**src/rtl/elastic_pipe_pkg.sv**
```systemverilog
// Shared types and the per-stage datapath operation for the elastic pipeline.
package elastic_pipe_pkg;

    localparam int unsigned OP_WIDTH       = 2;
    localparam int unsigned MAX_DATA_WIDTH = 64;

    typedef enum logic [OP_WIDTH-1:0] {
        OP_ADD  = 2'd0,
        OP_SHL  = 2'd1,
        OP_XOR  = 2'd2,
        OP_PASS = 2'd3
    } pipe_op_e;

    // Evaluated at the widest supported width; callers truncate to their own width,
    // which also makes any shift of DATA_WIDTH or more collapse to zero.
    function automatic logic [MAX_DATA_WIDTH-1:0] stage_op(
        input pipe_op_e                  op,
        input logic [MAX_DATA_WIDTH-1:0] d,
        input logic [MAX_DATA_WIDTH-1:0] imm
    );
        logic [MAX_DATA_WIDTH-1:0] r;
        r = d;
        case (op)
            OP_ADD:  r = d + imm;
            OP_SHL:  r = d << imm;
            OP_XOR:  r = d ^ imm;
            default: r = d;
        endcase
        return r;
    endfunction

endpackage

```
**src/rtl/elastic_pipe_stage.sv**
```systemverilog
// One elastic register slice: holds valid/data and applies its configured op on capture.
module elastic_pipe_stage
    import elastic_pipe_pkg::*;
#(
    parameter int unsigned DATA_WIDTH = 32,
    parameter int unsigned IMM_WIDTH  = 8
) (
    input  logic                  clk,
    input  logic                  reset_n,
    input  logic                  enable,
    input  logic                  flush,
    input  logic                  prev_valid,
    input  logic [DATA_WIDTH-1:0] prev_data,
    input  logic                  next_ready,
    input  logic [OP_WIDTH-1:0]   op,
    input  logic [IMM_WIDTH-1:0]  imm,
    output logic                  valid,
    output logic [DATA_WIDTH-1:0] data
);

    logic                  ready_c;
    logic [DATA_WIDTH-1:0] op_result_c;

    assign ready_c     = !valid || next_ready;
    assign op_result_c = DATA_WIDTH'(stage_op(pipe_op_e'(op),
                                              MAX_DATA_WIDTH'(prev_data),
                                              MAX_DATA_WIDTH'(imm)));

    // Data is only overwritten by a real capture; a drained slice keeps its stale data.
    always_ff @(posedge clk or negedge reset_n) begin
        if (!reset_n) begin
            valid <= 1'b0;
            data  <= '0;
        end else if (enable) begin
            if (flush) begin
                valid <= 1'b0;
            end else if (ready_c) begin
                valid <= prev_valid;
                if (prev_valid) begin
                    data <= op_result_c;
                end
            end
        end
    end

endmodule

```
**src/rtl/elastic_pipeline.sv**
```systemverilog
// N-stage back-pressurable op pipeline with flush, enable freeze and a saturating output counter.
module elastic_pipeline
    import elastic_pipe_pkg::*;
#(
    parameter int unsigned DATA_WIDTH  = 32,
    parameter int unsigned NUM_STAGES  = 4,
    parameter int unsigned IMM_WIDTH   = 8,
    parameter int unsigned COUNT_WIDTH = 8,
    parameter int unsigned DONE_COUNT  = 16
) (
    input  logic                            clk,
    input  logic                            reset_n,
    input  logic                            enable,
    input  logic                            flush,
    input  logic                            in_valid,
    input  logic [DATA_WIDTH-1:0]           in_data,
    output logic                            in_ready,
    output logic                            out_valid,
    output logic [DATA_WIDTH-1:0]           out_data,
    input  logic                            out_ready,
    input  logic [OP_WIDTH*NUM_STAGES-1:0]  cfg_op,
    input  logic [IMM_WIDTH*NUM_STAGES-1:0] cfg_imm,
    output logic [NUM_STAGES-1:0]           stage_valid,
    output logic                            busy,
    output logic [COUNT_WIDTH-1:0]          out_count,
    output logic                            done
);

    logic [NUM_STAGES-1:0] valid_q;
    logic [DATA_WIDTH-1:0] data_q [NUM_STAGES];
    logic [NUM_STAGES-1:0] next_ready_c;
    logic                  head_ready_c;
    logic                  out_hs_c;

    // Stage i may advance when the consumer is ready or any later stage holds a bubble;
    // derived straight from the valid registers so the ready chain has no combinational loop.
    always_comb begin : ready_scan
        logic room;
        room         = out_ready;
        next_ready_c = '0;
        for (int i = int'(NUM_STAGES) - 1; i >= 0; i--) begin
            next_ready_c[i] = room;
            room            = room || !valid_q[i];
        end
        head_ready_c = room;
    end

    for (genvar g = 0; g < int'(NUM_STAGES); g++) begin : g_stage
        logic                  prev_valid;
        logic [DATA_WIDTH-1:0] prev_data;

        if (g == 0) begin : g_head
            assign prev_valid = in_valid;
            assign prev_data  = in_data;
        end else begin : g_body
            assign prev_valid = valid_q[g-1];
            assign prev_data  = data_q[g-1];
        end

        elastic_pipe_stage #(
            .DATA_WIDTH (DATA_WIDTH),
            .IMM_WIDTH  (IMM_WIDTH)
        ) u_stage (
            .clk        (clk),
            .reset_n    (reset_n),
            .enable     (enable),
            .flush      (flush),
            .prev_valid (prev_valid),
            .prev_data  (prev_data),
            .next_ready (next_ready_c[g]),
            .op         (cfg_op[OP_WIDTH*g +: OP_WIDTH]),
            .imm        (cfg_imm[IMM_WIDTH*g +: IMM_WIDTH]),
            .valid      (valid_q[g]),
            .data       (data_q[g])
        );
    end

    assign in_ready    = enable && !flush && head_ready_c;
    assign out_valid   = enable && valid_q[NUM_STAGES-1];
    assign out_data    = data_q[NUM_STAGES-1];
    assign stage_valid = valid_q;
    assign busy        = |valid_q;
    assign out_hs_c    = out_valid && out_ready;

    // done lags the counter by one cycle and is only cleared by reset.
    always_ff @(posedge clk or negedge reset_n) begin
        if (!reset_n) begin
            out_count <= '0;
            done      <= 1'b0;
        end else if (enable) begin
            if (out_hs_c && (out_count != '1)) begin
                out_count <= out_count + COUNT_WIDTH'(1);
            end
            if (out_count >= COUNT_WIDTH'(DONE_COUNT)) begin
                done <= 1'b1;
            end
        end
    end

endmodule

```
**config.mk**
```make
export PLATFORM = sky130hd
export DESIGN_NAME = elastic_pipeline
export DESIGN_NICKNAME = d
export VERILOG_FILES = /design/src/rtl/elastic_pipe_pkg.sv /design/src/rtl/elastic_pipe_stage.sv /design/src/rtl/elastic_pipeline.sv
export SDC_FILE = /design/constraint.sdc
export NUM_CORES = 1
export LEC_CHECK = 0
export BUFFER_PORTS_ARGS = -buffer_cell sky130_fd_sc_hd__buf_2
export CAP_MARGIN = 20
export CELL_PAD_IN_SITES_DETAIL_PLACEMENT = 0
export CELL_PAD_IN_SITES_GLOBAL_PLACEMENT = 2
export CORE_UTILIZATION = 30
export DETAILED_ROUTE_END_ITERATION = 10
export PLACE_DENSITY_LB_ADDON = 0.08
export SYNTH_ARGS = -nofsm -noshare
export SYNTH_HDL_FRONTEND = slang
export SYNTH_SLANG_ARGS = --single-unit
```
**constraint.sdc**
```tcl
create_clock -name clk -period 4.5 [get_ports clk]
set_clock_uncertainty 0.05 [all_clocks]
set_input_delay 0.225 -clock clk [delete_from_list [all_inputs] [get_ports clk]]
set_output_delay 0.225 -clock clk [all_outputs]
set_load 0.03 [all_outputs]
```
==> results of run 1 <==
==> through the flow <==
step | area, µm² | setup WS (ns) | std cells
finish | 19500 | 1.068 | 3142
global route | 19500 | 0.8737 | 3141
CTS | 19500 | 1.070 | 3141
detailed placement | 18880 | 1.078 | 3106
global placement | 18880 | 1.126 | 3106
floorplan | 17750 | 1.452 | 2364
==> metal layers <==
metal / wire, µm / global-route usage (%)
met4: 2529 / 9.632
met1: 37270 / 37.09
met2: 41170 / 46.75
met5: 23 / 0
met3: 4751 / 4.297
==> state kept, by name, summed over array words and instances (netlist names) <==
register	cells
g_stage.u_stage.valid	4
g_stage.u_stage.data	128
out_count	8
done	1
==> cell families after synthesis <==
family / after synthesis
and+or+nand+nor: 862
AOI/OAI and AO/OA: 790
buffers and inverters: 276
muxes: 237
DFF: 141
adders and majority gates: 38
xor gates and xnor gates: 20
==> critical path, stage by stage, from the launching register on <==
cell and delay [ns]:
dfrtp_1 0.55, inv_1 0.11, fa_1 0.43, nor2b_1 0.20, o21bai_1 0.15, a21oi_1 0.50
o21ai_1 0.36, nor4b_1 0.61, nor4_1 0.19, a21oi_1 0.20
==> cell type report <==
class                      count  area, µm²
fill                        6211      38530
sequential                   141       3528
antenna                        1      2.502
clock buffer                  20      446.7
clock inverter                12      137.6
tap                          765      957.2
multi-input combinational   1947      13070
inverter                      75      281.5
timing repair buffer         181       1072
==> worst min-delay path by stage <==
stage	depth (start not counted)	end	slack [ns]
2_1_floorplan	0	done	-0.12
3_3_place_gp	1	g_stage[3].u_stage.data[6]	0.24
3_5_place_dp	1	g_stage[3].u_stage.data[6]	0.24
4_1_cts	3	done	0.02
5_1_grt	3	done	0.07
6_report	3	done	0.05
==> repair_timing <==
action / CTS / global route
setup endpoints to repair: 0 / 0
hold endpoints to repair: 75 / 0
hold buffers: 3 / 0
==> power by group through the flow <==
stage	combinational [mW]	clock, mW	sequential [mW]
final	3.74	1.50	2.51
after global routing	4.07	1.59	2.56
after CTS	3.72	1.54	2.50
after detailed placement	3.70	0	2.52
after global placement	3.71	0	2.52
after floorplan	2.41	0	2.28
==> layout by cell type (no fill, tap or decap), types with 23 or more instances in the layout <==
master,n
a211oi_1,25
a21oi_1,151
a221oi_1,39
a31oi_1,54
and3_1,33
buf_2,124
buf_4,52
dfrtp_1,141
ha_1,34
inv_1,72
mux2_2,64
mux2i_1,137
mux4_2,33
nand2_1,256
nand3_1,69
nand4_1,28
nor2_1,234
nor3_1,71
o211ai_1,32
o21a_1,23
o21ai_0,123
o21ai_1,37
o22ai_1,59
o32a_1,24
or3_1,25
==> impl_metrics.env, run 1 <==
export IMPL_p_per_area_nw_per_um2=397.3
export IMPL_antenna_found_initial=2
export IMPL_synthToLayoutAreaGrowth_pct=9.878
export IMPL_max_slew_margin_pct=29.82
export IMPL_yosys_top_cells_area="dfrtp_1 20%, mux2i_1 7.7%, nand2_1 5.4%"
export IMPL_synth_edf_count=0
export IMPL_synth_flop_cell="dfrtp_1"
export IMPL_netlist_area_leader_share_pct=19.88
export IMPL_clk_latency_ns=0.49
export IMPL_final_nets=2479
export IMPL_wirelength_mm=85.74
export IMPL_status="finished, final reports clean"
export IMPL_post_dp_hpwl_mm=65.60
export IMPL_rsz0062_at_grt="false"
export IMPL_worstReg2RegStart="g_stage[1].u_stage.data[1]"
export IMPL_synth_top_family_by_area="compound AO/OA/AOI/OAI gates"
export IMPL_yosysTopAreaCell="dfrtp_1"
export IMPL_required_ns=4.85
export IMPL_path_class="reg -> reg"
export IMPL_synthCells=2364
export IMPL_cts_buffers=17
export IMPL_internal_power_mw=3.897
export IMPL_cp_end_kind="flip-flop"
export IMPL_reg2reg_slack_ns=1.07
export IMPL_path_max_fanout=10
export IMPL_async_reset_ff_share_pct=100.0
export IMPL_grt_ovfl_total=0
export IMPL_viasPerCell=6.325
export IMPL_synth_cell_types=94
export IMPL_drt_pass1_iterations=5
export IMPL_ios=126
export IMPL_power_frac_seq_pct=32.4
export IMPL_rows=88
export IMPL_hp_start="enable"
export IMPL_root_buffer="clkbuf_16"
export IMPL_die_w_um=245.2
export IMPL_grt_pass1_wl_mm=128.0
export IMPL_ir_drop_v=0.0003157
export IMPL_synth_avg_cell_area_um2=7.507
export IMPL_gr_usage_all_layers_pct=28.22
export IMPL_reg2reg_to="g_stage[2].u_stage.data[26]"
export IMPL_maxCapViolations=0
export IMPL_period_minus_slack_ns=3.432
export IMPL_synthAdderAreaFrac_pct=2.848
export IMPL_synth_compound_area_share_pct=30.39
export IMPL_p_total_mw=7.747
export IMPL_cts_num_sinks=141
export IMPL_via_count=19870
export IMPL_synthTopCellsByCount="256 x nand2_1, 234 x nor2_1, 151 x a21oi_1"
export IMPL_grt_start_max_net_pins=72
export IMPL_postRouteAntennaNets=0
export IMPL_worst_setup_path_start_kind="flip-flop"
export IMPL_core_um2=58030
export IMPL_cts_setup_buffers=0
export IMPL_combinationalPowerShare_pct=48.3
export IMPL_synth_simple_area_share_pct=23.27
export IMPL_gp_congestion=0.9428
export IMPL_start_util_pct=30.58
export IMPL_holdWs_ns=0.05193
export IMPL_post_cts_resized=0
export IMPL_synthXorXnorAreaFrac_pct=0.9870
export IMPL_fp_dieH_um=245.2
export IMPL_hold_violations=0
export IMPL_io_buffers=125
export IMPL_arrival_ns=3.79
export IMPL_cts_clk_slew_worst_paths_ns=0.07
export IMPL_syn_cell_area_um2=17750
export IMPL_clkPwrFrac_pct=19.4
export IMPL_syn_nets=2480
export IMPL_h_tree_depth=4
export IMPL_finalSetupTns_ns=0
export IMPL_hold_path_class="in -> reg"
export IMPL_timing_fmax_ghz=0.2914
export IMPL_worst_slew_pin_slew_ns=1.053
export IMPL_synth_mux_area_share_pct=16.17
export IMPL_fp_dieArea_um2=60130
export IMPL_p_leak_nw=7.609
export IMPL_sw_frac_of_total_pct=49.70
export IMPL_reg2reg_depth=9
export IMPL_fin_crit_sh_pct=76.27
export IMPL_startpoint="g_stage[1].u_stage.data[1]"
export IMPL_p_sw_mw=3.850
export IMPL_setup_viol=0
export IMPL_drt_iter0_markers=1980
export IMPL_final_util_pct=33.61
export IMPL_drive_gt1_share_pct=14.14
export IMPL_seq_area_frac_synth_pct=19.88
export IMPL_grt_pass1_vias=19120
export IMPL_yosysWarnings=0
export IMPL_crit_path_end="g_stage[2].u_stage.data[26]"
export IMPL_final_max_slew_violation_count=0
export IMPL_route_detailed_drc=0
export IMPL_synth_most_common_cell="nand2_1"
export IMPL_ctsLongestPathBuffers=2
export IMPL_synth_seq_cells=141
export IMPL_post_drt_wl_per_cell_um=27.29
export IMPL_tritoncts="yes"
Note: power is estimated with default switching activity, not from simulation.
==> run 2: changes to the inputs <==
Settings changed: ABC_AREA set to 1.
Clock period 4.5 ns to 3.3 ns, I/O delays scaled along.
==> run 2 against run 1 <==
Compared with the run above: clock power up 38%; non-clock buffer count up 23; power up 26%; highest routed layer is now met4.
==> impl_metrics.env, run 2 <==
export IMPL_cts_setup_buffers=0
export IMPL_p_per_area_nw_per_um2=472.5
export IMPL_async_reset_ff_share_pct=100.0
export IMPL_max_slew_margin_pct=28.54
export IMPL_synth_cell_types=61
export IMPL_period_minus_slack_ns=2.730
export IMPL_fp_dieArea_um2=63610
export IMPL_synthXorXnorAreaFrac_pct=0.8394
export IMPL_antenna_found_initial=3
export IMPL_clk_latency_ns=0.48
export IMPL_path_class="reg -> reg"
export IMPL_internal_power_mw=4.744
export IMPL_cts_clk_slew_worst_paths_ns=0.07
export IMPL_yosys_top_cells_area="nand3_1 26%, dfrtp_1 19%, nand2_1 16%"
export IMPL_yosysTopAreaCell="nand3_1"
export IMPL_combinationalPowerShare_pct=47.5
export IMPL_holdPathStages=4
export IMPL_path_max_fanout=8
export IMPL_synth_seq_cells=141
export IMPL_postRouteAntennaNets=0
export IMPL_rows=91
export IMPL_sw_frac_of_total_pct=51.51
export IMPL_drt_iter0_markers=2248
export IMPL_io_buffers=125
export IMPL_reg2reg_to="g_stage[2].u_stage.data[20]"
export IMPL_cp_end_kind="flip-flop"
export IMPL_hold_violations=0
export IMPL_seq_area_frac_synth_pct=18.79
export IMPL_synth_most_common_cell="nand3_1"
export IMPL_synth_avg_cell_area_um2=5.598
export IMPL_synth_mux_area_share_pct=0
export IMPL_gp_congestion=0.9341
export IMPL_grt_start_max_net_pins=60
export IMPL_cts_hold_buffers_added=3
export IMPL_synth_simple_area_share_pct=55.54
export IMPL_cts_buffers=17
export IMPL_fp_dieH_um=252.2
export IMPL_preCtsSetupSlack_ns=0.6176
export IMPL_status="finished, final reports clean"
export IMPL_fin_ws_ns=0.5704
export IMPL_syn_nets=3471
export IMPL_viasPerCell=5.642
export IMPL_die_w_um=252.2
export IMPL_largest_reg_flops=128
export IMPL_h_tree_depth=4
export IMPL_synthAdderAreaFrac_pct=2.692
export IMPL_synth_flop_cell="dfrtp_1"
export IMPL_core_um2=61830
export IMPL_synth_compound_area_share_pct=10.82
export IMPL_reg_largest_list="g_stage.u_stage.data x128, out_count x8, g_stage.u_stage.valid x4"
export IMPL_via_count=23890
export IMPL_gr_usage_all_layers_pct=30.99
export IMPL_post_drt_wl_per_cell_um=23.49
export IMPL_synth_edf_count=0
export IMPL_synthTopCellsByCount="965 x nand3_1, 814 x nand2_1, 330 x nor2_1"
export IMPL_synthCells=3355
export IMPL_route_detailed_drc=0
export IMPL_clkPwrFrac_pct=21.1
export IMPL_final_nets=3498
export IMPL_grt_pass1_vias=22660
export IMPL_ir_drop_v=0.0004243
export IMPL_largest_register="g_stage.u_stage.data"
export IMPL_synthToLayoutAreaGrowth_pct=10.26
export IMPL_tritoncts="yes"
export IMPL_final_common_cell="nand3_1"
export IMPL_reg2reg_depth=15
export IMPL_worstReg2RegStart="g_stage[1].u_stage.data[0]"
export IMPL_multiInputGateArea_um2=13130
export IMPL_cts_num_sinks=141
export IMPL_p_leak_nw=9.958
export IMPL_arrival_ns=3.05
export IMPL_worst_setup_path_start_kind="flip-flop"
export IMPL_reg2reg_slack_ns=0.57
export IMPL_syn_cell_area_um2=18780
export IMPL_timing_fmax_ghz=0.3664
export IMPL_netlist_area_leader_share_pct=25.72
export IMPL_p_sw_mw=5.041
export IMPL_hold_path_class="in -> reg"
export IMPL_setup_viol=0
export IMPL_post_dp_hpwl_mm=78.96
export IMPL_fillers=7123
export IMPL_post_cts_resized=0
export IMPL_yosysWarnings=0
export IMPL_maxCapViolations=0
export IMPL_finalSetupTns_ns=0
export IMPL_layout_common_cells="965 x nand3_1, 814 x nand2_1, 330 x nor2_1"
export IMPL_drt_pass1_iterations=6
export IMPL_power_frac_seq_pct=31.4
export IMPL_final_max_slew_violation_count=0
export IMPL_drive_gt1_share_pct=9.219
export IMPL_grt_ovfl_total=0
export IMPL_ff_latch_area_um2=3528
export IMPL_p_total_mw=9.785
export IMPL_ctsLongestPathBuffers=2
export IMPL_fin_crit_sh_pct=82.71
export IMPL_synth_top_family_by_area="simple AND/OR/NAND/NOR gates"
export IMPL_min_delay_worst_endpoint="g_stage[1].u_stage.valid"
export IMPL_hp_start="flush"
export IMPL_required_ns=3.62
export IMPL_rsz0062_at_grt="false"
export IMPL_grt_pass1_wl_mm=147.7
export IMPL_ios=126
export IMPL_worst_slew_pin_slew_ns=1.071
export IMPL_wirelength_mm=99.45
export IMPL_root_buffer="clkbuf_16"
export IMPL_start_util_pct=30.38
run 2: cell count changes after synthesis, sizes merged, moves of 67 or more:
cell    change
nor2      +116
nand3     +900
nand2     +573
clkbuf     -79
mux2       -67
mux2i     -137
inv       +218
buf        +74
run 2: worst max path at each step:
stage | depth (start not counted) | start | end | slack [ns]
finish | 15 | g_stage[1].u_stage.data[0] | g_stage[2].u_stage.data[20] | 0.57
global route | 15 | g_stage[1].u_stage.data[0] | g_stage[2].u_stage.data[28] | 0.38
CTS | 15 | g_stage[1].u_stage.data[0] | g_stage[2].u_stage.data[20] | 0.62
detailed placement | 16 | in_data[0] | g_stage[0].u_stage.data[6] | 0.62
global placement | 16 | in_data[0] | g_stage[0].u_stage.data[6] | 0.60
floorplan | 17 | cfg_imm[25] | g_stage[3].u_stage.data[30] | 1.15
run 2: cell type report:
class	count	area share [%]
Antenna cell	2	0.02417
Clock buffer	19	2.187
Clock inverter	13	0.7372
Inverter	299	5.456
Multi-Input combinational cell	2719	63.39
Sequential cell	141	17.04
Tap cell	837	5.057
Timing Repair Buffer	204	6.109
run 2: power groups by stage:
stage               clock, mW  combinational [mW]  sequential, mW
floorplan                   0                2.74            3.05
finish                   2.07                4.64            3.07
CTS                      2.13                4.61            3.07
global route             2.19                5.12            3.13
global placement            0                4.63            3.10
detailed placement          0                4.59            3.10
run 2: cell families (layout without fill, tap and decap cells):
| kind of cell | after synthesis | in the layout |
|---|---|---|
| buffers and inverters | 495 | 535 |
| AO/OA/AOI/OAI | 367 | 367 |
| other | 0 | 2 |
| XOR/XNOR | 18 | 18 |
| flip-flops | 141 | 141 |
| adder cells (fa/ha/maj) | 38 | 38 |
| AND/OR/NAND/NOR | 2296 | 2296 |
run 2: critical path: stages (launching register included):
cell and delay (ns):
dfrtp_1 0.48, ha_1 0.25, inv_1 0.07, fa_1 0.36
inv_1 0.10, nand3_1 0.08, nand2_1 0.12, nand2_1 0.07
nand2_2 0.19, nand2_2 0.11, nor3_2 0.22, nand2_1 0.12
o21ai_1 0.13, nand2_1 0.06, nor2_1 0.17, nor2_1 0.05
run 2: layer usage:
| layer | global-route usage (%) | part of all wire (%) |
|---|---|---|
| met5 | 0 | 0 |
| met4 | 11.76 | 3.6 |
| met3 | 3.399 | 5.0 |
| met2 | 53.83 | 49 |
| met1 | 39.17 | 42 |
run 2: through the flow:
stage	instance area [µm²]	std cells	util, %	hold WS (ns)
after floorplan	18780	3355	-	-0.1806
after global placement	20040	4196	32.41	0.1493
after detailed placement	20040	4196	32.41	0.1612
after CTS	20670	4231	33.44	0.005804
after global routing	20700	4232	33.49	0.05019
final	20710	4234	33.49	0.03348
==> run 3: changes to the inputs <==
Settings changed: ABC_AREA 1 to 0.
Clock period 3.3 ns to 2.3 ns, I/O delays scaled along.
==> run 3 against run 2 <==
Compared with the run above: the flow now finishes with violations (setup timing); via count down 7.2%; flip-flop and latch count unchanged; final cell count down 11%; sequential power up 40%.
==> impl_metrics.env, run 3 (synthesized netlist as in run 1, its figures left out) <==
export IMPL_die_w_um=245.2
export IMPL_ios=126
export IMPL_root_buffer="clkbuf_16"
export IMPL_antenna_found_initial=1
export IMPL_grt_start_max_net_pins=53
export IMPL_p_total_mw=19.07
export IMPL_fin_cells=3753
export IMPL_critical_path_slowest_cell="dfrtp_1"
export IMPL_critical_path_cell_chain="ha_2, inv_2, fa_2, nand2b_4, a211oi_2, buf_4, buf_4, buf_6, o21a_4, nand3_1, mux2_2, a221oi_2, nor2_1"
export IMPL_n_antenna_cell=0
export IMPL_dpl_cell_area_um2=23510
export IMPL_fp_dieH_um=245.2
export IMPL_arrival_ns=2.92
export IMPL_via_count=22180
export IMPL_clk_latency_ns=0.49
export IMPL_p_per_area_nw_per_um2=738.1
export IMPL_reg2reg_slack_ns=-0.31
export IMPL_cp_end_kind="flip-flop"
export IMPL_ctsLongestPathBuffers=2
export IMPL_final_max_slew_violation_count=0
export IMPL_grt_pass1_vias=22160
export IMPL_h_tree_depth=4
export IMPL_tritoncts="yes"
export IMPL_hold_violations=0
export IMPL_max_stage_delay_ns=0.36
export IMPL_period_minus_slack_ns=2.609
export IMPL_failed_checks="setup timing"
export IMPL_fin_crit_sh_pct=113.4
export IMPL_wirelength_mm=97.03
export IMPL_largest_reg_flops=128
export IMPL_crit_cells=13
export IMPL_crit_family="compound AO/OA/AOI/OAI gates"
export IMPL_final_common_cell="buf_4"
export IMPL_worst_slew_pin_slew_ns=0.7603
export IMPL_drt_pass1_iterations=6
export IMPL_post_place_cells=3682
export IMPL_worstReg2RegStart="g_stage[0].u_stage.data[0]"
export IMPL_startpoint="g_stage[0].u_stage.data[0]"
export IMPL_start_util_pct=30.58
export IMPL_viasPerCell=5.910
export IMPL_gp_congestion=0.9456
export IMPL_reg_largest_list="g_stage.u_stage.data x128, out_count x8, g_stage.u_stage.valid x4"
export IMPL_status="finished, violations left"
export IMPL_crit_path_frequent_cell="buf_4"
export IMPL_hold_path_class="in -> async"
export IMPL_drive_gt1_share_pct=38.22
export IMPL_reg2reg_depth=13
export IMPL_ir_drop_v=0.0006363
export IMPL_crit_path_end="g_stage[1].u_stage.data[16]"
export IMPL_preCtsSetupSlack_ns=-0.4204
export IMPL_post_drt_wl_per_cell_um=25.85
export IMPL_route_detailed_drc=0
export IMPL_max_slew_margin_pct=48.00
export IMPL_io_buffers=125
export IMPL_cts_buffers=17
export IMPL_grt_ovfl_total=0
export IMPL_fp_dieArea_um2=60130
export IMPL_gr_usage_all_layers_pct=31.66
export IMPL_cts_clk_slew_worst_paths_ns=0.08
export IMPL_path_buf_inv=4
export IMPL_worst_setup_path_start_kind="flip-flop"
export IMPL_setup_viol=54
export IMPL_layout_common_cells="605 x buf_4, 249 x nand2_1, 225 x nor2_1"
export IMPL_final_area_um2=25830
export IMPL_core_um2=58030
export IMPL_rsz0062_at_grt="true"
export IMPL_required_ns=2.61
export IMPL_synthToLayoutAreaGrowth_pct=45.54
export IMPL_path_max_fanout=4
export IMPL_post_dp_hpwl_mm=77.34
export IMPL_fin_ws_ns=-0.3090
export IMPL_grt_pass1_wl_mm=143.5
export IMPL_drt_iter0_markers=1779
export IMPL_cts_num_sinks=141
export IMPL_reg2reg_to="g_stage[1].u_stage.data[16]"
export IMPL_path_class="reg -> reg"
export IMPL_rows=88
export IMPL_maxCapViolations=0
export IMPL_p_leak_nw=10.95
export IMPL_timing_fmax_ghz=0.3833
export IMPL_final_nets=3091
export IMPL_postRouteAntennaNets=0
export IMPL_largest_register="g_stage.u_stage.data"
[run 3: changes by cell type in the layout (fill, tap and decap cells not counted), sizes merged, moves of 49 or more]
cell   delta
nand3   -900
mux2     +67
nand4    -56
buf     +583
mux2i   +137
a21oi    +49
nand2   -573
o22ai    +56
nor2    -116
inv     -218
[run 3: layout make-up]
class	instances	area, µm²
repair buffers	792	5984
clock inverters	13	156.4
multi-input cells	1948	14480
inverters	75	281.5
flip-flops and latches	141	3533
fillers	6002	32200
clock buffers	19	432.9
well taps	765	957.2
[run 3: layer usage]
metal	vias up	share of wire, %	global-route usage, %	wire [µm]
met2	754	49	54.72	47520
met5	-	0.0082	0	8
li1	10290	-	-	-
met1	10980	43	40.73	41530
met4	2	3.3	10.39	3238
met3	161	4.9	3.499	4731
[run 3: per-stage QoR]
stage | hold WS [ns] | utilization [%] | TNS [ns]
global route | 0.03201 | 44.51 | -10.21
finish | 0.04087 | 44.51 | -5.611
global placement | -0.005549 | 40.52 | -12.61
CTS | 0.002083 | 42.98 | -4.845
detailed placement | -0.002915 | 40.52 | -13.95
floorplan | -0.2306 | - | -0.1694
[run 3: what timing repair did]
item | 4_1_cts | 5_1_grt
hold buffers | 8 | 0
endpoints found under the hold margin | 149 | 0
pin swaps | 64 | 99
setup endpoints to repair | 72 | 79
gates resized for setup | 125 | 159
gates cloned | 1 | 1
setup buffers | 12 | 25
[run 3: worst min path at each step]
stage	from	endpoint	slack, ns
floorplan	reset_n	done	-0.23
global placement	reset_n	g_stage[3].u_stage.data[6]	-0.006
detailed placement	reset_n	g_stage[3].u_stage.data[0]	-0.003
CTS	in_data[30]	g_stage[0].u_stage.data[31]	0.002
global route	in_data[30]	g_stage[0].u_stage.data[31]	0.03
finish	reset_n	g_stage[3].u_stage.data[0]	0.04
[run 3: where the power goes]
| part | switching (mW) | internal [mW] | leakage (nW) |
|---|---|---|---|
| registers | 1.04 | 3.26 | 1.67 |
| logic | 6.53 | 5.28 | 8.99 |
| clock network | 1.33 | 1.62 | 0.281 |
| total | 8.90 | 10.2 | 10.9 |
